<file path="config.mk">
export PLATFORM = sky130hd
export DESIGN_NAME = oven_cycle_ctrl
export DESIGN_NICKNAME = d
export VERILOG_FILES = /design/src/rtl/oven_cycle_ctrl.sv
export SDC_FILE = /design/constraint.sdc
export NUM_CORES = 1
export LEC_CHECK = 0
export CAP_MARGIN = 0
export CORE_MARGIN = 2
export CORE_UTILIZATION = 41
export CTS_CLUSTER_SIZE = 12
export DETAILED_ROUTE_END_ITERATION = 12
export GPL_ROUTABILITY_DRIVEN = 0
export HOLD_SLACK_MARGIN = 0.12
export MAX_ROUTING_LAYER = met4
export PLACE_DENSITY = 0.57
export SLEW_MARGIN = 20
export SYNTH_ARGS = -nofsm -noshare
export SYNTH_HDL_FRONTEND = slang
export SYNTH_SLANG_ARGS = --single-unit
</file>
<file path="constraint.sdc">
create_clock -name clk -period 7.6 [get_ports clk]
set_input_delay 1.52 -clock clk [delete_from_list [all_inputs] [get_ports clk]]
set_output_delay 1.52 -clock clk [all_outputs]
set_load 0.05 [all_outputs]
</file>
<file path="src/rtl/oven_cycle_ctrl.sv">
// oven_cycle_ctrl -- bake-cycle sequencer for the oven heater.
//
// Runs one cycle as preheat -> hold (timed) -> cool -> done. It schedules ADC
// temperature samples over a req/valid handshake and drives the heater with
// hysteresis while holding. All outputs are registered.
//
// Ports:
//   clk          system clock (50 MHz nominal)
//   rst_n        asynchronous active-low reset
//   start, stop  debounced front-panel buttons (level, rising edge acts)
//   set_temp     target temperature in degC
//   set_timer    hold time in minutes, 1..15
//   adc_data     12-bit ADC result (top 8 bits are degC)
//   adc_valid    single-cycle result strobe
//   adc_req      conversion request, held until adc_valid
//   heater       heater enable
//   state        IDLE=0 PREHEAT=1 HOLD=2 COOL=3 DONE=4 FAULT=5
//   cur_temp     last sampled temperature in degC
//   remaining_s  hold seconds remaining
//   done         cycle completed normally
//   fault        preheat timeout or open sensor
module oven_cycle_ctrl #(
  parameter int TICK_DIV      = 50000000,
  parameter int SAMPLE_DIV    = 500000,
  parameter int HYST          = 2,
  parameter int PREHEAT_MAX_S = 900,
  parameter int COOL_TEMP     = 50
) (
  input  logic        clk,
  input  logic        rst_n,
  input  logic        start,
  input  logic        stop,
  input  logic [7:0]  set_temp,
  input  logic [3:0]  set_timer,
  input  logic [11:0] adc_data,
  input  logic        adc_valid,
  output logic        adc_req,
  output logic        heater,
  output logic [2:0]  state,
  output logic [7:0]  cur_temp,
  output logic [9:0]  remaining_s,
  output logic        done,
  output logic        fault
);

  typedef enum logic [2:0] {
    S_IDLE    = 3'd0,
    S_PREHEAT = 3'd1,
    S_HOLD    = 3'd2,
    S_COOL    = 3'd3,
    S_DONE    = 3'd4,
    S_FAULT   = 3'd5
  } state_t;

  localparam int TW = $clog2(TICK_DIV + 1);
  localparam int SW = $clog2(SAMPLE_DIV + 1);
  localparam int EW = $clog2(PREHEAT_MAX_S + 1);

  // Lower hysteresis threshold must not wrap for small targets.
  function automatic logic [7:0] sat_sub(input logic [7:0] a, input logic [7:0] b);
    return (a > b) ? (a - b) : 8'd0;
  endfunction

  state_t          state_q, state_nxt;
  logic            heater_nxt, done_nxt, fault_nxt;
  logic            abort_q, abort_nxt;
  logic [7:0]      target_q, target_nxt;
  logic [9:0]      remaining_nxt;
  logic [EW-1:0]   elapsed_q, elapsed_nxt;
  logic [TW-1:0]   tick_cnt;
  logic [SW-1:0]   samp_cnt;
  logic            start_q, stop_q;
  logic            start_edge, stop_edge, start_ok;
  logic            cap, sensor_open, in_timed, tick;
  logic [7:0]      cap_temp;
  logic            adc_lsb_unused;

  assign adc_lsb_unused = ^adc_data[3:0];

  assign start_edge  = start & ~start_q;
  assign stop_edge   = stop & ~stop_q;
  assign start_ok    = start_edge && (set_temp != 8'd0) && (set_timer != 4'd0);
  assign cap         = adc_valid & adc_req;
  assign cap_temp    = adc_data[11:4];
  assign sensor_open = cap && (cap_temp == 8'hFF);
  assign in_timed    = (state_q == S_PREHEAT) || (state_q == S_HOLD);
  assign tick        = in_timed && (tick_cnt == TW'(TICK_DIV - 1));
  assign state       = state_q;

  always_ff @(posedge clk or negedge rst_n) begin
    if (!rst_n) begin
      start_q <= 1'b0;
      stop_q  <= 1'b0;
    end else begin
      start_q <= start;
      stop_q  <= stop;
    end
  end

  // Sample scheduler: the counter freezes while a request is outstanding.
  always_ff @(posedge clk or negedge rst_n) begin
    if (!rst_n) begin
      samp_cnt <= '0;
      adc_req  <= 1'b0;
      cur_temp <= 8'd0;
    end else if (adc_req) begin
      if (adc_valid) begin
        cur_temp <= cap_temp;
        adc_req  <= 1'b0;
        samp_cnt <= '0;
      end
    end else if (samp_cnt == SW'(SAMPLE_DIV - 1)) begin
      adc_req <= 1'b1;
    end else begin
      samp_cnt <= samp_cnt + SW'(1);
    end
  end

  // 1 s prescaler restarts on every state change so HOLD's first tick lands
  // exactly TICK_DIV cycles after entry.
  always_ff @(posedge clk or negedge rst_n) begin
    if (!rst_n) begin
      tick_cnt <= '0;
    end else if ((state_nxt != state_q) || !in_timed || tick) begin
      tick_cnt <= '0;
    end else begin
      tick_cnt <= tick_cnt + TW'(1);
    end
  end

  always_ff @(posedge clk or negedge rst_n) begin
    if (!rst_n) begin
      state_q     <= S_IDLE;
      heater      <= 1'b0;
      done        <= 1'b0;
      fault       <= 1'b0;
      abort_q     <= 1'b0;
      target_q    <= 8'd0;
      remaining_s <= 10'd0;
      elapsed_q   <= '0;
    end else begin
      state_q     <= state_nxt;
      heater      <= heater_nxt;
      done        <= done_nxt;
      fault       <= fault_nxt;
      abort_q     <= abort_nxt;
      target_q    <= target_nxt;
      remaining_s <= remaining_nxt;
      elapsed_q   <= elapsed_nxt;
    end
  end

  always_comb begin
    state_nxt     = state_q;
    heater_nxt    = heater;
    done_nxt      = done;
    fault_nxt     = fault;
    abort_nxt     = abort_q;
    target_nxt    = target_q;
    remaining_nxt = remaining_s;
    elapsed_nxt   = elapsed_q;
    case (state_q)
      S_IDLE, S_DONE: begin
        heater_nxt = 1'b0;
        // Stop beats a simultaneous start; IDLE has nothing to stop.
        if ((state_q == S_DONE) && stop_edge) begin
          state_nxt = S_IDLE;
          done_nxt  = 1'b0;
        end else if (start_ok) begin
          state_nxt     = S_PREHEAT;
          target_nxt    = set_temp;
          remaining_nxt = 10'(set_timer) * 10'd60;
          elapsed_nxt   = '0;
          done_nxt      = 1'b0;
          abort_nxt     = 1'b0;
          heater_nxt    = 1'b1;
        end
      end
      S_PREHEAT: begin
        heater_nxt = 1'b1;
        if (stop_edge) begin
          state_nxt  = S_COOL;
          abort_nxt  = 1'b1;
          heater_nxt = 1'b0;
        end else if (sensor_open) begin
          state_nxt  = S_FAULT;
          fault_nxt  = 1'b1;
          heater_nxt = 1'b0;
        end else if (cap && (cap_temp >= target_q)) begin
          // At or above target on entry, so hysteresis starts with heater off.
          state_nxt  = S_HOLD;
          heater_nxt = 1'b0;
        end else if (tick) begin
          if (elapsed_q == EW'(PREHEAT_MAX_S - 1)) begin
            state_nxt  = S_FAULT;
            fault_nxt  = 1'b1;
            heater_nxt = 1'b0;
          end else begin
            elapsed_nxt = elapsed_q + EW'(1);
          end
        end
      end
      S_HOLD: begin
        if (stop_edge) begin
          state_nxt  = S_COOL;
          abort_nxt  = 1'b1;
          heater_nxt = 1'b0;
        end else if (sensor_open) begin
          state_nxt  = S_FAULT;
          fault_nxt  = 1'b1;
          heater_nxt = 1'b0;
        end else begin
          if (cap) begin
            if (cap_temp >= target_q) begin
              heater_nxt = 1'b0;
            end else if (cap_temp < sat_sub(target_q, 8'(HYST))) begin
              heater_nxt = 1'b1;
            end
          end
          if (tick) begin
            if (remaining_s <= 10'd1) begin
              remaining_nxt = 10'd0;
              state_nxt     = S_COOL;
              heater_nxt    = 1'b0;
            end else begin
              remaining_nxt = remaining_s - 10'd1;
            end
          end
        end
      end
      S_COOL: begin
        heater_nxt = 1'b0;
        if (cap && (cap_temp < 8'(COOL_TEMP))) begin
          if (abort_q) begin
            state_nxt = S_IDLE;
            abort_nxt = 1'b0;
          end else begin
            state_nxt = S_DONE;
            done_nxt  = 1'b1;
          end
        end
      end
      S_FAULT: begin
        heater_nxt = 1'b0;
        if (stop_edge) begin
          state_nxt = S_IDLE;
          fault_nxt = 1'b0;
        end
      end
      default: begin
        state_nxt  = S_IDLE;
        heater_nxt = 1'b0;
      end
    endcase
  end

endmodule

</file>
==> flow_summary.ini, run 1 <==
[clocking]
clock-sinks = 91
cts-hold-fix-buffers = 0
cts-root-buf = clkbuf_16
cts_resized = 0
h-tree-depth = 3
clk_latency_ns = 0.35
path_clk_slew_ns = 0.06
cts_setup_buffers = 0
cts_max_path_buffers = 2
cts_made_buffers = 9
tritoncts = done

[global_route]
track_usage_pct = 19.03
antenna_found_initial = 0
grt_max_degree = 68
overflow = 0
grt_pass1_wl_um = 21840
grt_pass1_vias = 4500

[route]
ant_nets = 0
drc = 0
wl_per_cell_um = 15.65
first_iter_violations = 433
vias_per_cell = 5.621
dr.pass1.iters = 4
wl_um = 13220
num_vias = 4750

[worst_setup_path]
cp.arrival_ns = 5.05
end_kind = register
crit_required_ns = 7.78
critical_path.max_fanout = 35
start_kind = input port
reg2reg_slack_ns = 4.36
crit_type = in -> reg

[synth]
synthCells = 627
synth-seq-cells = 91
synth.avg_cell_area_sq_um = 9.122
yosys_warnings = 0
synth-edff-count = 0
async_flop_share_pct = 100.0
synth_ff_type = dfrtp_1
synthesis.area_sq_mm = 0.005719
synth_cell_types = 64
seq_area_frac_synth_pct = 39.82
syn_nets = 695

[sta]
layout_min_cycle_time_ns = 4.867
skew_ns = 0.01032
worst_slack_ns = 2.733
max_freq_ghz = 0.2055
min_period_over_period_pct = 64.03
fin_setup_tns_ns = 0
hold_viol_final = 0
worst_pin_slew_ns = 1.030
slew_violations = 0
rsz0062_at_grt = false
finalSetupViolCount = 0
relSlewSlack_pct = 31.27

[final_layout]
multi_input_area_sq_mm = 0.003194
drive_gt1_share_pct = 6.466
seq_area_sq_mm = 0.002277
diodes = 0
syn_to_final_growth_pct = 15.95
n_fill_cell = 1326
nNetsFinal = 728

[power]
leakagePower_uw = 0.002807
ir_drop_mv = 0.1422
pwr_density_cell_mw_per_mm2 = 211.2
p_total_uw = 1401

[placement]
dp_worst_setup_slack_ns = 2.271
hpwl_um = 9335
io_buffer_count = 49

[floorplan]
core.rowCount = 43
dieArea_sq_mm = 0.01491
die_x_um = 122.1
start_util_pct = 41.52
pin_count = 54
die_h_um = 122.1
core_sq_mm = 0.01377

[run_status]
status = completed

[job]
cap_violations = 0

[worst_hold_path]
min_path_type = reg -> reg
## layer usage
| layer | vias up | GRT usage, % | wire (um) |
|---|---|---|---|
| li1 | 2329 | - | - |
| met1 | 2300 | 26.42 | 6590 |
| met2 | 104 | 28.49 | 5921 |
| met3 | 17 | 2.434 | 496 |
| met4 | 0 | 7.112 | 214 |
| met5 | - | - | 0 |
## final cells by class
type                            instances  share of cell area, %
Clock buffer                           12                  3.717
Clock inverter                          4                 0.7547
Inverter                               33                  1.868
Multi-Input combinational cell        473                  48.17
Sequential cell                        91                  34.34
Tap cell                              180                  3.396
Timing Repair Buffer                   52                  7.755
## placed cells by master (no fill, tap or decap), types with 4 or more instances in the layout
cell type        instances
a21o_1                   4
or3_1                    7
o21ai_1                  5
o21ai_0                 16
nor4b_1                  5
clkdlybuf4s50_1         48
or2_2                    4
a31o_2                   4
clkbuf_16                9
and4_1                   4
fa_1                     5
nand2b_1                13
o211ai_1                 5
nand4_1                  9
a211oi_1                 7
nor4_1                  11
nand3_1                 23
dfrtp_1                 91
a21oi_1                 25
nor3_1                  44
o31ai_1                  7
and2_1                   7
nand2_1                 70
nor2_1                  40
mux2i_1                 11
xor2_1                  14
ha_1                    34
a31oi_1                  9
xnor2_1                 23
mux2_2                   9
and3_1                   7
inv_1                   33
## stage by stage
step	cell area [sq um]	utilization, %	hold WS, ns	instances
2_1_floorplan	5719	-	0.4453	627
3_3_place_gp	6322	45.90	0.4604	828
3_5_place_dp	6322	45.90	0.4646	828
4_1_cts	6619	48.06	0.4745	844
5_1_grt	6631	48.15	0.4958	845
6_report	6631	48.15	0.4722	845
## Yosys cell counts (3+ instances only)
cell type	instances	area share, %
dfrtp_1	91	40
nand2_1	70	4.6
nor3_1	44	3.9
nor2_1	40	2.6
ha_1	34	7.4
inv_1	33	2.2
a21oi_1	25	2.2
clkbuf_1	23	1.5
nand3_1	23	2.0
xnor2_1	23	3.5
o21ai_0	16	1.4
xor2_1	14	2.1
nand2b_1	13	1.4
mux2i_1	11	1.9
nor4_1	11	1.2
a31oi_1	9	0.98
mux2_2	9	1.8
nand4_1	9	0.98
a211oi_1	7	0.92
and2_1	7	0.77
and3_1	7	0.77
o31ai_1	7	0.92
or3_1	7	0.77
fa_1	5	1.8
nor4b_1	5	0.77
o211ai_1	5	0.66
o21ai_1	5	0.44
a21o_1	4	0.53
a31o_2	4	0.61
and4_1	4	0.61
buf_2	4	0.35
or2_2	4	0.44
or4_1	4	0.53
a22oi_1	3	0.39
a32oi_1	3	0.46
nor2b_1	3	0.33
nor3b_1	3	0.39
o22ai_1	3	0.33
o41ai_1	3	0.46
or4b_2	3	0.53
## report_power, final
group          total [uW]  internal [uW]  switching [uW]
combinational         382            151             231
clock                 453            264             189
sequential            566            516            50.7
## critical path, cell delays in order
cell and delay, ns:
clkdlybuf4s50_1 0.64, inv_1 0.11, ha_1 0.21, a221o_1 0.40
or4_2 0.92, o221ai_1 0.21, o31a_1 0.85, nor3_1 0.16
## state kept, by name, indices dropped and copies added (netlist names), 3 cells and up
name         flops
target_q         8
remaining_s     10
tick_cnt        26
elapsed_q       10
state            3
samp_cnt        19
cur_temp         8
## cell families after synthesis
kind of cell	count (synthesis)	share of synthesized area [%]
AOI/OAI and AO/OA	110	12.82
buffers and inverters	63	4.354
muxes	20	3.697
DFF	91	39.82
xor gates and xnor gates	37	5.666
adders and majority gates	39	9.188
and+or+nand+nor	267	24.46
## final timing paths
kind,start,endpoint,cells after the start
setup / recovery,set_timer[2],tick_cnt[23]$_DFF_PN0_,8
min in group asynchronous,rst_n,samp_cnt[10]$_DFFE_PN0P_,1
setup reg to reg,state[0]$_DFF_PN0_,tick_cnt[23]$_DFF_PN0_,4
hold reg to reg,samp_cnt[16]$_DFFE_PN0P_,samp_cnt[16]$_DFFE_PN0P_,1
hold / removal,samp_cnt[16]$_DFFE_PN0P_,samp_cnt[16]$_DFFE_PN0P_,1
max in group asynchronous,rst_n,tick_cnt[11]$_DFF_PN0_,2
Power figures use the tool's default switching activity.
==> inputs of run 2 (changes only) <==
==> constraint.sdc (replaced) <==
create_clock -name clk -period 4.8 [get_ports clk]
set_input_delay 0.96 -clock clk [delete_from_list [all_inputs] [get_ports clk]]
set_output_delay 0.96 -clock clk [all_outputs]
set_load 0.05 [all_outputs]
==> run 2 against run 1 <==
Compared with the run above: total power is 54% higher; non-clock buffer count is 4 higher; sequential share of layout area hardly changed; sequential power is 58% higher; clock skew hardly changed; die area stayed put; critical endpoint is now tick_cnt[18]$_DFF_PN0_; largest power group unchanged.
==> flow_summary.ini, run 2 (synthesis gave the netlist of run 1 again) <==
[run_status]
status = completed

[worst_setup_path]
ff2ff_path_depth = 7
crit_required_ns = 4.98
reg2reg_slack_ns = 1.63
critPathLaunch = set_timer[2]
crit_type = in -> reg
critical_path.max_fanout = 26
cp.arrival_ns = 3.94
start_kind = input port
end_kind = register
r2r-start = tick_cnt[0]$_DFF_PN0_
endpoint = tick_cnt[18]$_DFF_PN0_
rr_endpoint = elapsed_q[8]$_DFFE_PN0P_

[clocking]
clock-sinks = 91
cts_made_buffers = 9
cts-hold-fix-buffers = 0
cts_setup_buffers = 0
cts_resized = 0
cts-root-buf = clkbuf_16
tritoncts = done
path_clk_slew_ns = 0.07
cts_max_path_buffers = 2
h-tree-depth = 3
clk_latency_ns = 0.35

[sta]
max_freq_ghz = 0.2657
skew_ns = 0.01045
layout_min_cycle_time_ns = 3.764
worst_pin_slew_ns = 1.015
finalSetupViolCount = 0
rsz0062_at_grt = false
hold_viol_final = 0
slew_violations = 0
relSlewSlack_pct = 32.33
min_period_over_period_pct = 78.41
fin_setup_tns_ns = 0

[final_layout]
nNetsFinal = 732
diodes = 0
syn_to_final_growth_pct = 15.90
n_fill_cell = 1327
largest_reg_flops = 26
mostFrequentLayoutCell = dfrtp_1
drive_gt1_share_pct = 7.025
multi_input_area_sq_mm = 0.003193
final_cell_mix = dfrtp_1 (91), nand2_1 (70), clkdlybuf4s50_1 (48), nor3_1 (44), nor2_1 (40)
largest_register = tick_cnt
seq_area_sq_mm = 0.002277
final_cell_count_no_fill = 849
reg.largest.list = tick_cnt x26, samp_cnt x19

[route]
ant_nets = 0
vias_per_cell = 5.616
wl_um = 13330
drc = 0
dr.pass1.iters = 7
num_vias = 4768
wl_per_cell_um = 15.70
first_iter_violations = 385

[global_route]
grt_max_degree = 64
antenna_found_initial = 0
track_usage_pct = 19.15
grt_pass1_vias = 4556
overflow = 0
grt_pass1_wl_um = 22130

[power]
switching_share_pct = 34.78
ir_drop_mv = 0.2831
intPower_uw = 1407
p_sw_uw = 750.5
clkPwrFrac_pct = 30.2
p_seq_share_pct = 41.5
leakagePower_uw = 0.002819
p_comb_share_pct = 28.3
pwr_density_cell_mw_per_mm2 = 325.5

[floorplan]
pin_count = 54
die_h_um = 122.1
dieArea_sq_mm = 0.01491
start_util_pct = 41.52
core.rowCount = 43
die_x_um = 122.1
core_sq_mm = 0.01377

[placement]
placed_cells = 833
io_buffer_count = 49
hpwl_um = 9515

[job]
cap_violations = 0

[worst_hold_path]
min_path_type = reg -> reg
## run 2: layout make-up
class                           instances  area share (%)
Tap cell                              180           3.398
Clock buffer                           10           3.454
Timing Repair Buffer                   56           8.154
Clock inverter                          6          0.6040
Multi-Input combinational cell        473           48.17
Sequential cell                        91           34.35
Inverter                               33           1.869
## run 2: critical path: stages
cell	delay, ns
clkdlybuf4s50_1	0.65
inv_1	0.11
ha_1	0.21
a221o_1	0.40
or4_1	0.45
o221ai_1	0.13
o31a_1	0.86
nor3_1	0.15
## run 2: layer usage
layer | wire (um) | share of wire, % | global-route usage (%) | up-vias
li1 | - | - | - | 2328
met1 | 6670 | 50 | 26.83 | 2306
met2 | 5876 | 44 | 29.16 | 118
met3 | 606 | 4.5 | 2.341 | 16
met4 | 175 | 1.3 | 5.819 | 0
met5 | 0 | 0 | - | -
## run 2: worst min-delay path by stage
| stage | from | endpoint | slack [ns] | cells past startpoint |
|---|---|---|---|---|
| floorplan | samp_cnt[18]$_DFFE_PN0P_ | samp_cnt[18]$_DFFE_PN0P_ | 0.45 | 1 |
| global placement | samp_cnt[18]$_DFFE_PN0P_ | samp_cnt[18]$_DFFE_PN0P_ | 0.46 | 1 |
| detailed placement | cur_temp[3]$_DFFE_PN0P_ | cur_temp[3]$_DFFE_PN0P_ | 0.46 | 2 |
| CTS | cur_temp[3]$_DFFE_PN0P_ | cur_temp[3]$_DFFE_PN0P_ | 0.48 | 2 |
| global route | cur_temp[3]$_DFFE_PN0P_ | cur_temp[3]$_DFFE_PN0P_ | 0.51 | 2 |
| finish | cur_temp[3]$_DFFE_PN0P_ | cur_temp[3]$_DFFE_PN0P_ | 0.47 | 2 |
## run 2: per-stage QoR
step                      utilization (%)  total power [uW]  instance area [sq um]  hold slack, ns  worst slack [ns]
after CTS                           48.13              2177                   6629          0.4804             1.033
final                               48.13              2158                   6629          0.4736             1.036
after detailed placement            46.18              1514                   6360          0.4625            0.6656
after floorplan                         -              1320                   5719          0.4453             1.655
after global placement              46.18              1501                   6360          0.4598            0.7591
after global routing                48.13              2292                   6629          0.5074            0.8445
## run 2: power by group through the flow
stage                     clock [uW]  combinational (uW)  sequential [uW]
after CTS                        673                 610              894
final                            653                 610              895
after detailed placement           0                 606              908
after global routing             706                 681              904
after global placement             0                 595              907
after floorplan                    0                 359              961
